==> src/rtl/score_display_scan.sv <==
// Four-digit multiplexed score/lives display with a serial double-dabble BCD converter.
// Optional hit-flash blanking is compiled in with `define SCORE_DISP_FLASH_EN.
module score_display_scan #(
    parameter logic [15:0] SCAN_DIV    = 16'd50000,
    parameter logic [3:0]  FLASH_SLOTS = 4'd8
) (
    input  logic       clk_input,
    input  logic       reset,
    input  logic [6:0] score,
    input  logic [1:0] chance,
    input  logic       key,
    input  logic       touch,
    input  logic       drop,
    output logic [6:0] seg,
    output logic [3:0] an,
    output logic       dp,
    output logic       busy
);

    localparam logic [1:0] ST_IDLE  = 2'd0;
    localparam logic [1:0] ST_SHIFT = 2'd1;
    localparam logic [1:0] ST_LATCH = 2'd2;

    logic [1:0]  state;
    logic [6:0]  cap_score;
    // {hundreds[1:0], tens[3:0], ones[3:0], binary[6:0]}
    logic [16:0] shreg;
    logic [16:0] shreg_adj;
    logic [2:0]  shift_cnt;
    logic [3:0]  disp_h, disp_t, disp_o;

    logic [15:0] pre;
    logic        adv;
    logic [1:0]  slot, slot_n;
    logic [6:0]  seg_nx;
    logic [3:0]  an_nx;
    logic        dp_nx;
    logic        flash_on;

    function automatic logic [6:0] seg_code(input logic [3:0] d);
        case (d)
            4'd0:    seg_code = 7'b1000000;
            4'd1:    seg_code = 7'b1111001;
            4'd2:    seg_code = 7'b0100100;
            4'd3:    seg_code = 7'b0110000;
            4'd4:    seg_code = 7'b0011001;
            4'd5:    seg_code = 7'b0010010;
            4'd6:    seg_code = 7'b0000010;
            4'd7:    seg_code = 7'b1111000;
            4'd8:    seg_code = 7'b0000000;
            4'd9:    seg_code = 7'b0010000;
            default: seg_code = 7'b1111111;
        endcase
    endfunction

    assign busy = (state != ST_IDLE);

    // Hundreds can never reach 5 for a 7-bit input, so only tens and ones need adjusting.
    always_comb begin
        shreg_adj = shreg;
        if (shreg[10:7] >= 4'd5)
            shreg_adj[10:7] = shreg[10:7] + 4'd3;
        if (shreg[14:11] >= 4'd5)
            shreg_adj[14:11] = shreg[14:11] + 4'd3;
    end

    always_ff @(posedge clk_input or posedge reset) begin
        if (reset) begin
            state     <= ST_IDLE;
            cap_score <= 7'd0;
            shreg     <= 17'd0;
            shift_cnt <= 3'd0;
            disp_h    <= 4'd0;
            disp_t    <= 4'd0;
            disp_o    <= 4'd0;
        end else begin
            case (state)
                ST_IDLE: begin
                    if (score != cap_score) begin
                        cap_score <= score;
                        shreg     <= {10'd0, score};
                        shift_cnt <= 3'd0;
                        state     <= ST_SHIFT;
                    end
                end
                ST_SHIFT: begin
                    shreg     <= {shreg_adj[15:0], 1'b0};
                    shift_cnt <= shift_cnt + 3'd1;
                    if (shift_cnt == 3'd6)
                        state <= ST_LATCH;
                end
                ST_LATCH: begin
                    disp_h <= {2'b00, shreg[16:15]};
                    disp_t <= shreg[14:11];
                    disp_o <= shreg[10:7];
                    state  <= ST_IDLE;
                end
                default: state <= ST_IDLE;
            endcase
        end
    end

    assign adv = (pre == SCAN_DIV - 16'd1);

    always_ff @(posedge clk_input or posedge reset) begin
        if (reset)
            pre <= 16'd0;
        else if (adv)
            pre <= 16'd0;
        else
            pre <= pre + 16'd1;
    end

    // Outputs are prepared for the slot being entered, so they change only on an advance.
    always_comb begin
        slot_n = slot + 2'd1;
        an_nx  = ~(4'b0001 << slot_n);
        dp_nx  = ~((slot_n == 2'd3) && key);
        seg_nx = 7'b1111111;
        case (slot_n)
            2'd0: seg_nx = seg_code(disp_o);
            2'd1: seg_nx = (disp_h == 4'd0 && disp_t == 4'd0) ? 7'b1111111 : seg_code(disp_t);
            2'd2: seg_nx = (disp_h == 4'd0) ? 7'b1111111 : seg_code(disp_h);
            default: seg_nx = seg_code({2'b00, chance});
        endcase
    end

`ifdef SCORE_DISP_FLASH_EN
    logic       hit_q;
    logic       hit_rise;
    logic [3:0] flash_cnt;

    assign hit_rise = (touch | drop) & ~hit_q;
    assign flash_on = (flash_cnt != 4'd0);

    // A fresh hit reloads the counter even mid-flash.
    always_ff @(posedge clk_input or posedge reset) begin
        if (reset) begin
            hit_q     <= 1'b0;
            flash_cnt <= 4'd0;
        end else begin
            hit_q <= touch | drop;
            if (hit_rise)
                flash_cnt <= FLASH_SLOTS;
            else if (adv && flash_on)
                flash_cnt <= flash_cnt - 4'd1;
        end
    end
`else
    logic unused_hit;
    assign unused_hit = touch | drop;
    assign flash_on   = 1'b0;
`endif

    always_ff @(posedge clk_input or posedge reset) begin
        if (reset) begin
            slot <= 2'd0;
            seg  <= 7'b1111111;
            an   <= 4'b1111;
            dp   <= 1'b1;
        end else if (adv) begin
            slot <= slot_n;
            seg  <= seg_nx;
            an   <= flash_on ? 4'b1111 : an_nx;
            dp   <= dp_nx;
        end
    end

endmodule

==> config.mk <==
export PLATFORM = sky130hd
export DESIGN_NAME = score_display_scan
export DESIGN_NICKNAME = d
export VERILOG_FILES = /design/src/rtl/score_display_scan.sv
export SDC_FILE = /design/constraint.sdc
export NUM_CORES = 1
export LEC_CHECK = 0
export CAP_MARGIN = 20
export CORE_AREA = 2 2 107 109
export DETAILED_ROUTE_END_ITERATION = 10
export DIE_AREA = 0 0 109 111
export HOLD_SLACK_MARGIN = 0.03
export MAX_ROUTING_LAYER = met4
export PLACE_DENSITY_LB_ADDON = 0.25
export SLEW_MARGIN = 20
export SYNTH_ARGS = -nofsm -noshare
export SYNTH_HDL_FRONTEND = slang
export SYNTH_SLANG_ARGS = --single-unit
==> constraint.sdc <==
create_clock -name clk_input -period 2.74 [get_ports clk_input]
set_clock_uncertainty 0.2 [all_clocks]
set_input_delay 0.548 -clock clk_input [delete_from_list [all_inputs] [get_ports clk_input]]
set_output_delay 0.548 -clock clk_input [all_outputs]
set_load 0.02 [all_outputs]
# Word level (Yosys, flattened, before mapping)
# Memory sizes are Yosys's and may differ from the RTL's.
# Cells that the tools add are included.
# classes
mux	14
n_lt_le_gt_ge	2
shifts	1
n_eq_ne	13
n_bitwise	2
reduce_logical	12
add_sub_neg	5
# ops
cell	count
$pmux W17 S2	1
$pmux W7 S4	1
$pmux W7 S3	1
$mux W17	1
$add A16 B1 Y16 const B	1
$eq A16 B16 Y1 const B	1
$mux W16	1
$mux W7	2
$eq A2 B2 Y1 const B	5
$add A4 B2 Y4 const B	2
$ge A4 B3 Y1 const B	2
$logic_not A4 Y1	2
$mux W4	2
$ne A7 B7 Y1	1
$eq A2 B1 Y1 const B	3
$logic_not A2 Y1	3
$pmux W3 S2	1
$reduce_and A2 Y1	3
$mux W2	2
$ne A2 B2 Y1 const B	2
$not A4 Y4	1
$pmux W2 S2	1
$reduce_bool A2 Y1	2
$shl A1 B2 Y4 const A	1
6 further kinds	7
# totals
input_bits	14
out_inout_bits	13
mem_count	3
mem_bits_ro	336
reg_bits	69
word_cells	64
# memory_table
memory	words	width	read_ports	rd_ports_with_merged_regs	wr	line	rtl
(no name shown)	16	7	1	0	0	41	case (d)
(no name shown)	16	7	1	0	0	41	
(no name shown)	16	7	1	0	0	41	

# Depth between registers and ports, before layout
# depth
word_depth	4
depth_mapped	7
depth_no_buf	6

# Worst setup path before layout
# No wires, ideal clock.
# synth_timing
path_type	input-to-reg
startpoint	in score[3]
endpoint	reg shreg[2]
t_arrival_ns	1.569
stages	5
path_slack_ns	0.830
path_buffers	1
setup_ns	0.141
t_required_ns	2.399
path_cell_list	xor2_1 > nor4_4 > a31o_4 > buf_6 > a221oi_1
# synth_between
elab_chain_len	3
# synth_rtl
element	line	rtl
from (decl)	9	input logic [6:0] score,
$ne A7 B7 Y1	79	if (score != cap_score) begin
$ne A2 B2 Y1 (no line)	n/a	
$reduce_and A2 Y1 (no line)	n/a	
to (signal assigned)	81	shreg <= {10'd0, score};
to (signal assigned)	87	shreg <= {shreg_adj[15:0], 1'b0};
to (decl)	27	logic [16:0] shreg;
# No other way between the ends.
# A chain may end at the register's enable or synchronous reset.

# Worst setup path after layout
# layout_timing
startpoint	in state[1]
endpoint	out busy
# layout_between
elab_chain_len	1
# layout_rtl
element	line	rtl
from (decl)	24	logic [1:0] state;
$reduce_bool A2 Y1	56	assign busy = (state != ST_IDLE);
to (decl)	17	output logic busy
# No other way between the ends.

==> impl_results.md <==
- Status: complete, no violations
- Vias per cell: 5.02
- # setup viols final: 0
- Number of synthesized register bits: 69
- Worst-case clock buffer depth: 2
- Final total power: 4.08 mW
- Vias post-DR: 2654
- CP Launch Type: flip-flop
- Seq pwr share: 0.379
- Cell Int Power: 2.65 mW
- First-pass GRT wire length: 12600 um
- Detailed router's first-iteration violation count: 99
- XOR/XNOR Fraction of Synth Area: 0.0589
- Fin. Hold Viols: 0
- Setup_tns: 0 ns
- Vias in the first global route: 2621
- Initial antenna violation count: 0
- Antenna diode count: 0
- Leakage: 1.88 nW
- Largest net degree at the start of global routing: 70
- Clk root buf: clkbuf_16
- Unique cell type count in the Yosys netlist: 56
- Routed wl met3: 284 um
- Syn Std Cell Area: 0.00371 mm^2
- Post-Place Cells: 513
- Row cnt: 39
- I/O Buffers: 24
- Post-synthesis simple-gate area fraction: 0.139
- GRT Util Overall: 0.134
- Post-CTS sizing: 0
- RSZ-0062 raised after global routing: false
- GPL Wtd Cong: 0.823
- Setup bufs post-CTS: 0
- Fin cells: 529
- Placed cell area: 0.00413 mm^2
- First-pass DRT Iterations: 4
- Final Cell Area: 0.00441 mm^2
- Worst EP arrival: 1.71 ns
- Ratio of cells with drive above 1 in the final layout: 0.142
- Slew @ Worst Pin: 0.511 ns
- Worst VDD drop: 0.438 mV
- Fmax: 407 MHz
- Net Switching: 1.44 mW
- Period Utilization, post-route: 0.897
- Post-route ant nets: 0
- P per Cell Area: 926 mW/mm^2
- Crit. End Element: output pin
- Die Span Y: 111 um
- DR WL met2: 3070 um
- Switching part of the total power: 0.352
- Highest Signal Layer: met4
- Layout Nets: 418
- Layout area overhead: 18.6%
- WL final: 6990 um
- Top cells by count, synth: dfrtp_1 (57), inv_1 (31), ha_1 (23)
- Clock power share: 0.262
- Boundary pin count: 27
- Die Span X: 109 um
- Post-Syn Nets: 390
- Kind of critical path: flip-flop to output pin
- Area leader, netlist: dfrtp_1
- Main combinational cell family by area after synthesis: compound AO/OA/AOI/OAI gates
- Largest cells by area after synthesis: dfrtp_1 (38%), dfstp_2 (8.5%), ha_1 (7.7%), mux2_2 (3.3%), inv_1 (3.1%)
- CTS tree: yes
- Die area: 0.0121 mm^2
- DRC Markers: 0
- CP required: 1.99 ns
- Post-synthesis async set-or-reset flop share: 1.00
- Post-synthesis mux area share: 0.0468
- Max Cap Viol: 0
- Core ar.: 0.0111 mm^2
- Cells after synthesis: 353
- Clock slew at reported path FFs: 0.06 ns
- Primary FF master, synth: dfrtp_1
- Fin. max-slew vios: 0
- Slew HR: 0.655
- Metal-1 WL: 3510 um
- Crit path time final: 2.46 ns
- Hold-fix buffers, CTS: 0
- Wire per inst: 13.2 um
- Avg Inst Size Synth: 10.5 um^2
- Yosys warns: 0
- Compound-cell area share of the yosys netlist: 0.160
- Adder-Cell Fraction of Synth Area: 0.0775
- Hold Path Class: flip-flop to flip-flop
- Initial Util: 0.335
- CTS buffer count: 9
- Post-synth EDFFs: 0
- Crit Path Max Fanout: 7
- Sequential element share of the synthesized area: 0.469
- Reg2Reg Setup Slack: 0.75 ns
- Count leader, synth: dfrtp_1
- Comb power frac: 0.359
- H-tree depth: 3
- Placed wire-length estimate: 4870 um
- Clock tree sinks: 69
- Worst-skew pair later-pin latency: 0.33 ns
- Synth top area share: 0.384
- Remaining global-route overflow: 0
[cell usage in the layout, fill, tap and decap left out, drive strengths merged, types with 7 or more instances in the layout]
cell           instances
dfrtp                 57
inv                   31
clkdlybuf4s50         24
ha                    23
nand2                 19
nor2                  19
o21ai                 18
clkbuf                14
xnor2                 13
xor2                  12
dfstp                 12
mux2                  11
nand2b                 9
a22o                   9
a21oi                  8
nand3                  8
a31oi                  8
o211ai                 7
nor3                   7
buf                    7
[flip-flops by register name (all words and copies together) (netlist names)]
register	flops
dp	1
disp_h	2
slot	2
shreg	17
seg	7
disp_o	4
disp_t	4
an	4
shift_cnt	3
state	2
pre	16
cap_score	7
[critical path, stage by stage (launching register included)]
cell,delay [ns]
dfrtp_1,0.50
nor2_2,0.08
inv_1,0.16
clkdlybuf4s50_1,0.63
[final timing paths]
path	start	end	cells past startpoint
worst min register to register	an[3]$_DFFE_PP1N_	an[3]$_DFFE_PP1N_	2
worst min-delay path	an[3]$_DFFE_PP1N_	an[3]$_DFFE_PP1N_	2
worst max-delay path	state[1]$_DFFE_PP0P_	busy	3
max in group asynchronous	reset	seg[5]$_DFFE_PP1N_	3
worst max register to register	disp_t[1]$_DFFE_PP0N_	seg[2]$_DFFE_PP1N_	6
min in group asynchronous	reset	pre[12]$_DFF_PP0_	3
[cell families (layout without fill, tap and decap cells)]
family	count (synthesis)	in the layout
and+or+nand+nor	93	93
AOI/OAI and AO/OA	82	82
DFF	69	69
buffers and inverters	45	78
xor gates and xnor gates	25	25
adders and majority gates	23	23
muxes	16	16
[cell type report]
| type | instances | area [um^2] |
|---|---|---|
| clock buffers | 14 | 264 |
| clock inverters | 2 | 10.0 |
| fillers | 1105 | 6670 |
| inverters | 31 | 116 |
| multi-input cells | 239 | 1790 |
| flip-flops and latches | 69 | 1740 |
| well taps | 143 | 179 |
| repair buffers | 31 | 305 |
[through the flow]
| stage | worst slack (ns) | hold WS (ns) | utilization |
|---|---|---|---|
| 2_1_floorplan | 0.272 | 0.239 | - |
| 3_3_place_gp | 0.329 | 0.268 | 0.373 |
| 3_5_place_dp | 0.248 | 0.273 | 0.373 |
| 4_1_cts | 0.263 | 0.281 | 0.398 |
| 5_1_grt | 0.206 | 0.299 | 0.398 |
| 6_report | 0.283 | 0.275 | 0.398 |
[layer usage]
layer	global-route usage	vias up
met1	0.178	1268
met2	0.193	50
met3	0.0376	11
met5	-	-
li1	-	1325
met4	0.0547	0
[power by group through the flow]
stage	Clock, mW	Combinational, mW	Sequential, mW
finish	1.07	1.47	1.55
global placement	0	1.45	1.56
detailed placement	0	1.48	1.56
CTS	1.10	1.49	1.55
floorplan	0	1.22	1.46
global route	1.14	1.68	1.60
Power figures use the tool's default switching activity.
